$ cat src/rtl/pll_supervisor_pkg.sv
// Shared types and constants for the PLL lock supervisor: FSM states, the registered
// control-output bundle and its per-state decode, and the timer sizing helper.
package pll_supervisor_pkg;

    typedef enum logic [2:0] {
        RESET_PLL,
        WAIT_LOCK,
        STABLE,
        RUN,
        FAULT
    } state_e;

    localparam int unsigned GLITCH_FILTER_CYCLES = 4;
    localparam int unsigned SYNC_STAGES          = 2;

    typedef struct packed {
        logic pll_resetb;
        logic core_reset_n;
        logic ready;
        logic fault;
    } ctrl_t;

    function automatic ctrl_t drive(input state_e s);
        ctrl_t c;
        c = '0;
        case (s)
            WAIT_LOCK, STABLE: c.pll_resetb = 1'b1;
            RUN: begin
                c.pll_resetb   = 1'b1;
                c.core_reset_n = 1'b1;
                c.ready        = 1'b1;
            end
            FAULT:   c.fault = 1'b1;
            default: c = '0;
        endcase
        return c;
    endfunction

    // The timer only ever counts up to (limit - 1), so $clog2 of the largest limit suffices.
    function automatic int unsigned timer_width(input int unsigned a, input int unsigned b,
                                                input int unsigned c);
        int unsigned m;
        m = a;
        if (b > m) m = b;
        if (c > m) m = c;
        if (m < 2) m = 2;
        return $clog2(m);
    endfunction

endpackage

$ cat src/rtl/sync_2ff.sv
// Generic two-flop bit synchronizer with asynchronous active-low reset to 0.
module sync_2ff
    import pll_supervisor_pkg::*;
(
    input  logic clk,
    input  logic rst_n,
    input  logic d,
    output logic q
);

    logic [SYNC_STAGES-1:0] stages;

    always_ff @(posedge clk or negedge rst_n) begin
        if (!rst_n) begin
            stages <= '0;
        end else begin
            stages <= {stages[SYNC_STAGES-2:0], d};
        end
    end

    assign q = stages[SYNC_STAGES-1];

endmodule

$ cat src/rtl/pll_lock_supervisor.sv
// Sequences PLL RESETB from the raw oscillator and holds the core in reset until lock is stable.
// Optional build macro PLL_LOCK_GLITCH_FILTER_EN: RUN tolerates lock dropouts shorter than GLITCH_FILTER_CYCLES.
module pll_lock_supervisor
    import pll_supervisor_pkg::*;
#(
    parameter int unsigned PLL_RESET_CYCLES    = 16,
    parameter int unsigned LOCK_TIMEOUT_CYCLES = 65536,
    parameter int unsigned LOCK_STABLE_CYCLES  = 1024,
    parameter int unsigned MAX_RETRIES         = 3,
    parameter int unsigned LOSS_CNT_W          = 8
) (
    input  logic                  clock_in,
    input  logic                  reset_n,
    input  logic                  pll_locked,
    input  logic                  restart,
    output logic                  pll_resetb,
    output logic                  core_reset_n,
    output logic                  ready,
    output logic                  fault,
    output logic [LOSS_CNT_W-1:0] lock_loss_count
);

    localparam int unsigned TIMER_W = timer_width(PLL_RESET_CYCLES, LOCK_TIMEOUT_CYCLES,
                                                  LOCK_STABLE_CYCLES);
    localparam int unsigned RETRY_W = $clog2(MAX_RETRIES + 1);

    localparam logic [TIMER_W-1:0] RESET_LAST   = TIMER_W'(PLL_RESET_CYCLES - 1);
    localparam logic [TIMER_W-1:0] TIMEOUT_LAST = TIMER_W'(LOCK_TIMEOUT_CYCLES - 1);
    localparam logic [TIMER_W-1:0] STABLE_LAST  = TIMER_W'(LOCK_STABLE_CYCLES - 1);
    localparam logic [RETRY_W-1:0] RETRY_LAST   = RETRY_W'(MAX_RETRIES - 1);

    state_e              state;
    logic [TIMER_W-1:0]  timer;
    logic [RETRY_W-1:0]  retry_cnt;
    logic                lock_s;
    logic                lock_loss;

    // LOCK from a PLL held in reset is meaningless, so it is masked before synchronizing;
    // this also guarantees lock_s re-qualifies from 0 after every RESETB pulse.
    sync_2ff u_lock_sync (
        .clk   (clock_in),
        .rst_n (reset_n),
        .d     (pll_locked & pll_resetb),
        .q     (lock_s)
    );

`ifdef PLL_LOCK_GLITCH_FILTER_EN
    localparam int unsigned LOW_W = $clog2(GLITCH_FILTER_CYCLES);

    logic [LOW_W-1:0] low_cnt;

    always_ff @(posedge clock_in or negedge reset_n) begin
        if (!reset_n) begin
            low_cnt <= '0;
        end else if (restart || state != RUN || lock_s || lock_loss) begin
            low_cnt <= '0;
        end else begin
            low_cnt <= low_cnt + LOW_W'(1);
        end
    end

    assign lock_loss = (state == RUN) && !lock_s && (low_cnt == LOW_W'(GLITCH_FILTER_CYCLES - 1));
`else
    assign lock_loss = (state == RUN) && !lock_s;
`endif

    always_ff @(posedge clock_in or negedge reset_n) begin
        if (!reset_n) begin
            state           <= RESET_PLL;
            timer           <= '0;
            retry_cnt       <= '0;
            lock_loss_count <= '0;
            {pll_resetb, core_reset_n, ready, fault} <= drive(RESET_PLL);
        end else if (restart) begin
            state     <= RESET_PLL;
            timer     <= '0;
            retry_cnt <= '0;
            {pll_resetb, core_reset_n, ready, fault} <= drive(RESET_PLL);
        end else begin
            case (state)
                RESET_PLL: begin
                    if (timer == RESET_LAST) begin
                        state <= WAIT_LOCK;
                        timer <= '0;
                        {pll_resetb, core_reset_n, ready, fault} <= drive(WAIT_LOCK);
                    end else begin
                        timer <= timer + TIMER_W'(1);
                    end
                end
                WAIT_LOCK: begin
                    if (lock_s) begin
                        state <= STABLE;
                        timer <= '0;
                        {pll_resetb, core_reset_n, ready, fault} <= drive(STABLE);
                    end else if (timer == TIMEOUT_LAST) begin
                        timer     <= '0;
                        retry_cnt <= retry_cnt + RETRY_W'(1);
                        if (retry_cnt == RETRY_LAST) begin
                            state <= FAULT;
                            {pll_resetb, core_reset_n, ready, fault} <= drive(FAULT);
                        end else begin
                            state <= RESET_PLL;
                            {pll_resetb, core_reset_n, ready, fault} <= drive(RESET_PLL);
                        end
                    end else begin
                        timer <= timer + TIMER_W'(1);
                    end
                end
                STABLE: begin
                    if (!lock_s) begin
                        state <= WAIT_LOCK;
                        timer <= '0;
                        {pll_resetb, core_reset_n, ready, fault} <= drive(WAIT_LOCK);
                    end else if (timer == STABLE_LAST) begin
                        state     <= RUN;
                        timer     <= '0;
                        retry_cnt <= '0;
                        {pll_resetb, core_reset_n, ready, fault} <= drive(RUN);
                    end else begin
                        timer <= timer + TIMER_W'(1);
                    end
                end
                RUN: begin
                    timer <= '0;
                    if (lock_loss) begin
                        state <= RESET_PLL;
                        {pll_resetb, core_reset_n, ready, fault} <= drive(RESET_PLL);
                        if (lock_loss_count != '1) begin
                            lock_loss_count <= lock_loss_count + LOSS_CNT_W'(1);
                        end
                    end
                end
                FAULT: begin
                    timer <= '0;
                end
                default: begin
                    state <= RESET_PLL;
                    timer <= '0;
                    {pll_resetb, core_reset_n, ready, fault} <= drive(RESET_PLL);
                end
            endcase
        end
    end

endmodule
$ cat config.mk
export PLATFORM = sky130hd
export DESIGN_NAME = pll_lock_supervisor
export DESIGN_NICKNAME = d
export VERILOG_FILES = /design/src/rtl/pll_supervisor_pkg.sv /design/src/rtl/sync_2ff.sv /design/src/rtl/pll_lock_supervisor.sv
export SDC_FILE = /design/constraint.sdc
export NUM_CORES = 1
export LEC_CHECK = 0
export ABC_AREA = 1
export CORE_MARGIN = 5
export CORE_UTILIZATION = 52
export CTS_CLUSTER_DIAMETER = 30
export DETAILED_ROUTE_END_ITERATION = 8
export PLACE_DENSITY = 0.8
export SKIP_CTS_REPAIR_TIMING = 1
export SLEW_MARGIN = 15
export SYNTH_ARGS = -nofsm -noshare
export SYNTH_HDL_FRONTEND = slang
export SYNTH_SLANG_ARGS = --single-unit
$ cat constraint.sdc
create_clock -name clock_in -period 1.55 [get_ports clock_in]
set_input_delay 0.3875 -clock clock_in [delete_from_list [all_inputs] [get_ports clock_in]]
set_output_delay 0.3875 -clock clock_in [all_outputs]
set_load 0.02 [all_outputs]
======== Yosys cells after proc, flatten, opt, wreduce, memory -nomap -nowiden ========
Index checks and enable logic that the tools add are counted.
word-level totals
  flip-flop bits (word level) ............. 34
  bits of input ports ..................... 4
  word-level logic and storage cells ...... 80
operators by class
  add/sub/neg operators ................... 3
  equal/unequal tests ..................... 18
  mux-type cells .......................... 42
  bitwise operators ....................... 2
  reductions and logical operators ........ 7
operator list
  cell                     number
  $mux W16                 6
  $pmux W16 S3             1
  $mux W3                  8
  $mux W1                  17
  $add A16 B1 Y16 const B  1
  $eq A16 B10 Y1 const B   1
  $eq A16 B16 Y1 const B   1
  $eq A16 B4 Y1 const B    1
  $ne A3 B3 Y1 const B     5
  $pmux W1 S5              3
  $pmux W3 S5              1
  $mux W2                  5
  $reduce_and A5 Y1        2
  $add A8 B1 Y8 const B    1
  $ne A8 B8 Y1 const B     1
  $eq A3 B2 Y1 const B     2
  $ne A4 B3 Y1 const B     1
  $ne A4 B4 Y1 const B     1
  $pmux W2 S2              1
  $reduce_and A4 Y1        1
  $eq A3 B1 Y1 const B     1
  $eq A3 B3 Y1 const B     1
  $logic_not A3 Y1         1
  $ne A3 B2 Y1 const B     1
  8 further kinds          8

======== Longest topological paths before layout ========
  word-level depth ........................ 6
  gate-level depth with buffers ........... 10

======== Cells and area by module ========
From an unflattened synthesis, not the netlist that was laid out.
second synthesis, totals
  cells, all modules ...................... 251
  area, all modules ....................... 1,998.2 um^2
by module, submodules not included
  module               times used  cells each  area an instance (um^2)  seq. area each (um^2)
  pll_lock_supervisor  1           249         1,948.1                  800.8
  sync_2ff             1           2           50.0                     50.0

======== Least setup slack after synthesis ========
Ideal clock, no wire load.
  kind .................................... flip-flop to flip-flop
  from .................................... register lock_loss_count[1]
  to ...................................... register lock_loss_count[6]
  setup time .............................. 0.131 ns
  data arrival time ....................... 1.353 ns
  path slack .............................. 0.067 ns
  cell stages (with the launch flop) ...... 9
  path buffers ............................ 0
  cells stage by stage .................... dfrtp_1 > ha_1 > nand3_1 > nor3_1 > nand3_1 > nand2_1 > inv_2 > nand2_1 > xnor2_1
on the way
  cells in the longest elaborated chain, start to end .. 2
  elaborated cells on any way between the ends .. 3
  classes of those cells .................. add/sub: 1; eq/ne: 1; reduce/logical: 1
RTL lines
  element                                                                line                        source
  start: declaration                                                     pll_lock_supervisor.sv:20   output logic [LOSS_CNT_W-1:0] lock_loss_count
  start signal: assignment                                               pll_lock_supervisor.sv:129  lock_loss_count <= lock_loss_count + LOSS_CNT_W'(1);
  parallel branches: the longest is 2 deep, another holds $add A8 B1 Y8  n/a
Several ways; the timed one is not identified.
A chain may end at the register's enable or synchronous reset.

======== Worst setup path after layout ========
  from .................................... register state[1]
  to ...................................... register timer[11]
on the way
  cells in the longest elaborated chain, start to end .. 3
  elaborated cells on any way between the ends .. 5
  classes of those cells .................. eq/ne: 2; mux: 2; reduce/logical: 1
RTL lines
  element                                     line                        source
  start: declaration                          pll_lock_supervisor.sv:32   state_e state;
  start signal: assignment                    pll_lock_supervisor.sv:69   state <= RESET_PLL;
  start signal: assignment                    pll_lock_supervisor.sv:75   state <= RESET_PLL;
  start signal: assignment                    pll_lock_supervisor.sv:83   state <= WAIT_LOCK;
  $eq A3 B2 Y1, or another cell as far along  pll_lock_supervisor.sv:80   case (state)
  $pmux W16 S3 *                              pll_lock_supervisor.sv:80
  $mux W16 *                                  pll_lock_supervisor.sv:74   end else if (restart) begin
  end signal: assignment                      pll_lock_supervisor.sv:87   timer <= timer + TIMER_W'(1);
  end signal: assignment                      pll_lock_supervisor.sv:106  timer <= timer + TIMER_W'(1);
  end signal: assignment                      pll_lock_supervisor.sv:120  timer <= timer + TIMER_W'(1);
  end: declaration                            pll_lock_supervisor.sv:33   logic [TIMER_W-1:0] timer;
Mark *: on every way between the ends. The rest lies on a longest branch, timed or not.

==> impl_results.md <==
* Mux share of post-synthesis cell area at 0%
* CP Launch Type: flip-flop
* Compound-cell area share of the yosys netlist at 3.24%
* Data arrival, critical path at 1.79 ns
* YS warnings at 0
* Vias in the first global route at 1765
* CP endpoint kind: flip-flop
* Global Route Usage Sum at 18.5%
* Reg-to-reg startpoint: state[1]
* Area Overhead vs Synth at 36.4%
* Worst-Margin Slew at 0.260 ns
* Pleak at 1.51 nW
* Layout cells sized above 1 at 35.7%
* Seq/Total Area, Yosys at 40.7%
* Site Rows at 23
* Clock Tree Root: clkbuf_8
* Peak supply drop at 480 uV
* Largest family of logic cells by synthesized area: simple AND/OR/NAND/NOR gates
* Max cap viols at 0
* M2 GR Usage at 32.0%
* Initial detailed-routing violation count at 160
* Setup Skew at 0.00347 ns
* PD cells at 640 nW/um^2
* Max Clock Freq at 0.643 GHz
* Mapped cell area at 2090 um^2
* Synth Area in XOR/XNOR at 5.87%
* Drt first pass iters at 4
* Crit path max-delay cell type: dfrtp_1
* Final wirelength at 5300 um
* Place WS at -0.100 ns
* PortBufs at 15
* RSZ-0062 raised after global routing: yes
* X dimension of the die at 73.4 um
* First-pass GRT wire length at 7800 um
* Num Clock Sinks at 34
* Final hold vios at 0
* Setup CP Type: reg2reg
* Crit path from: state[1]
* DR vias at 1894
* Vias per cell at 5.41
* Final worst slack at -0.00419 ns
* # IOs at 16
* ANT nets after route at 0
* Clock tree buffer depth at 2
* Worst path max stage delay at 0.46 ns
* Hpwl dp at 3190 um
* Total Die Area at 5380 um^2
* Cts bufs inserted at 5
* Skew-Pair Late Insertion Delay at 0.29 ns
* Adder-cell area share of the yosys netlist at 1.80%
* Critical-path maximum fanout at 8
* Utilization after layout at 72.3%
* WP buf/inv at 1
* Outcome: complete, but fails checks
* Max-slew headroom at 82.5%
* DRC at 0
* FF+latch count, synth at 34
* Most used routing layer: met2
* CTS clk-pin slew, worst paths at 0.07 ns
* Routability cong. at 0.905
* Worst hold-check path type: reg2reg
* HP Start: u_lock_sync.stages[0]
* Simple-Gate Fraction of Synth Area at 40.3%
* Cell variety after synth at 31
* Slew Limit Fails at 0
* Initial antenna violation count at 0
* Total Nets Final at 306
* CP top delay family: simple AND/OR/NAND/NOR gates
* Violated checks: setup timing
* TritonCTS clock tree: yes
* Synth Instances at 254
* Final Cycle Share at 100%
* Routed len/inst at 15.1 um
* H-tree levels at 2
* Initial Util at 53.0%
* Die H at 73.4 um
* WP data required at 1.78 ns
* Overflow after GRT at 0
* Worst path cell trace: nor3_4 > inv_2 > nor2_4 > nand2_4 > nand3_4 > nand2_8 > nor2_2
* Number of diodes at 0
* Routing usage on met3 at 4.79%
* Syn_area_per_cell at 8.22 um^2
* Syn nets at 261
* Largest net degree at the start of global routing at 35
* Tmin final at 1.55 ns
* GR Layer Usage met1 at 21.8%
* # setup viols final at 2
* Core area at 3940 um^2
cell usage after synthesis:
cell | count | area share, %
nand2_1 | 57 | 10
dfrtp_1 | 34 | 41
inv_1 | 31 | 5.6
nand3_1 | 21 | 5.0
nor2_1 | 21 | 3.8
nor2_2 | 12 | 3.6
inv_2 | 9 | 1.6
xor2_1 | 9 | 3.8
nand4_1 | 8 | 2.4
nand2_4 | 6 | 3.2
o21ai_0 | 6 | 1.4
nor3_1 | 5 | 1.2
xnor2_1 | 5 | 2.1
ha_1 | 3 | 1.8
nand2_2 | 3 | 0.90
nand3b_1 | 3 | 1.1
nor2_4 | 3 | 1.6
nand3_2 | 2 | 0.96
nand4_2 | 2 | 1.2
nor2_8 | 2 | 1.9
or2_2 | 2 | 0.60
a21oi_4 | 1 | 0.78
buf_1 | 1 | 0.18
buf_4 | 1 | 0.36
inv_4 | 1 | 0.30
nand2_8 | 1 | 0.96
nand3_4 | 1 | 0.84
nor3_4 | 1 | 0.78
o211ai_1 | 1 | 0.36
o21bai_1 | 1 | 0.36
o22ai_1 | 1 | 0.30
report_power, final:
part | internal, mW | switching (mW) | total, mW
logic | 0.0420 | 0.0563 | 0.0983
clock network | 0.473 | 0.351 | 0.825
registers | 0.893 | 0.00780 | 0.901
total | 1.41 | 0.416 | 1.82
through the flow:
stage	std cells	hold slack (ns)	cell area (um^2)	TNS [ns]	power [mW]
after global placement	330	0.332	2410	-0.148	1.00
after floorplan	254	0.0919	2090	0	0.948
after detailed placement	330	0.338	2410	-0.371	1.00
after CTS	338	0.359	2520	-1.87	1.82
final	350	0.358	2850	-0.00468	1.82
after global routing	350	0.384	2850	-1.86	1.88
area by class of cell:
cell class	count	area (um^2)
Sequential cell	34	856
Clock inverter	3	40.0
Clock buffer	5	68.8
Inverter	41	159
Timing Repair Buffer	39	400
Multi-Input combinational cell	178	1260
Tap cell	50	62.6
Fill cell	253	1090
path summary, 6_finish.rpt:
path                                    endpoint  slack [ns]  depth (start not counted)
max reg2reg                            timer[11]      -0.004                          7
max in group asynchronous               state[2]        0.89                          2
min                        u_lock_sync.stages[1]        0.36                          0
max                                    timer[11]      -0.004                          7
min in group asynchronous               timer[3]        0.45                          2
min reg2reg                u_lock_sync.stages[1]        0.36                          0
routing by layer:
layer  up-vias  wire [um]  share of wire, %
met5         -          0                 0
met4         0        120               2.3
met3        17        240               4.5
met2        50       2800                53
met1       937       2130                40
li1        890          -                 -
flip-flops by register name, indices dropped and copies added (netlist names):
| name | flops |
|---|---|
| timer | 16 |
| lock_loss_count | 8 |
| state | 3 |
| retry_cnt | 2 |
| u_lock_sync.stages | 2 |
| fault | 1 |
| pll_resetb | 1 |
| ready | 1 |
placed cells by master (no fill, tap or decap), types with 9 or more instances in the layout:
cell / instances
inv_1: 30
nand2_1: 51
nor2_1: 16
xor2_1: 9
dlymetal6s2s_1: 12
inv_2: 9
buf_4: 18
nand3_1: 13
dfrtp_1: 30
nor2_2: 12
cell families (layout without fill, tap and decap cells):
| group | count (synthesis) | count (layout) |
|---|---|---|
| flip-flops | 34 | 34 |
| AO/OA/AOI/OAI | 10 | 10 |
| XOR/XNOR | 14 | 14 |
| AND/OR/NAND/NOR | 150 | 151 |
| adder cells (fa/ha/maj) | 3 | 3 |
| buffers and inverters | 43 | 88 |
Power figures use the tool's default switching activity.
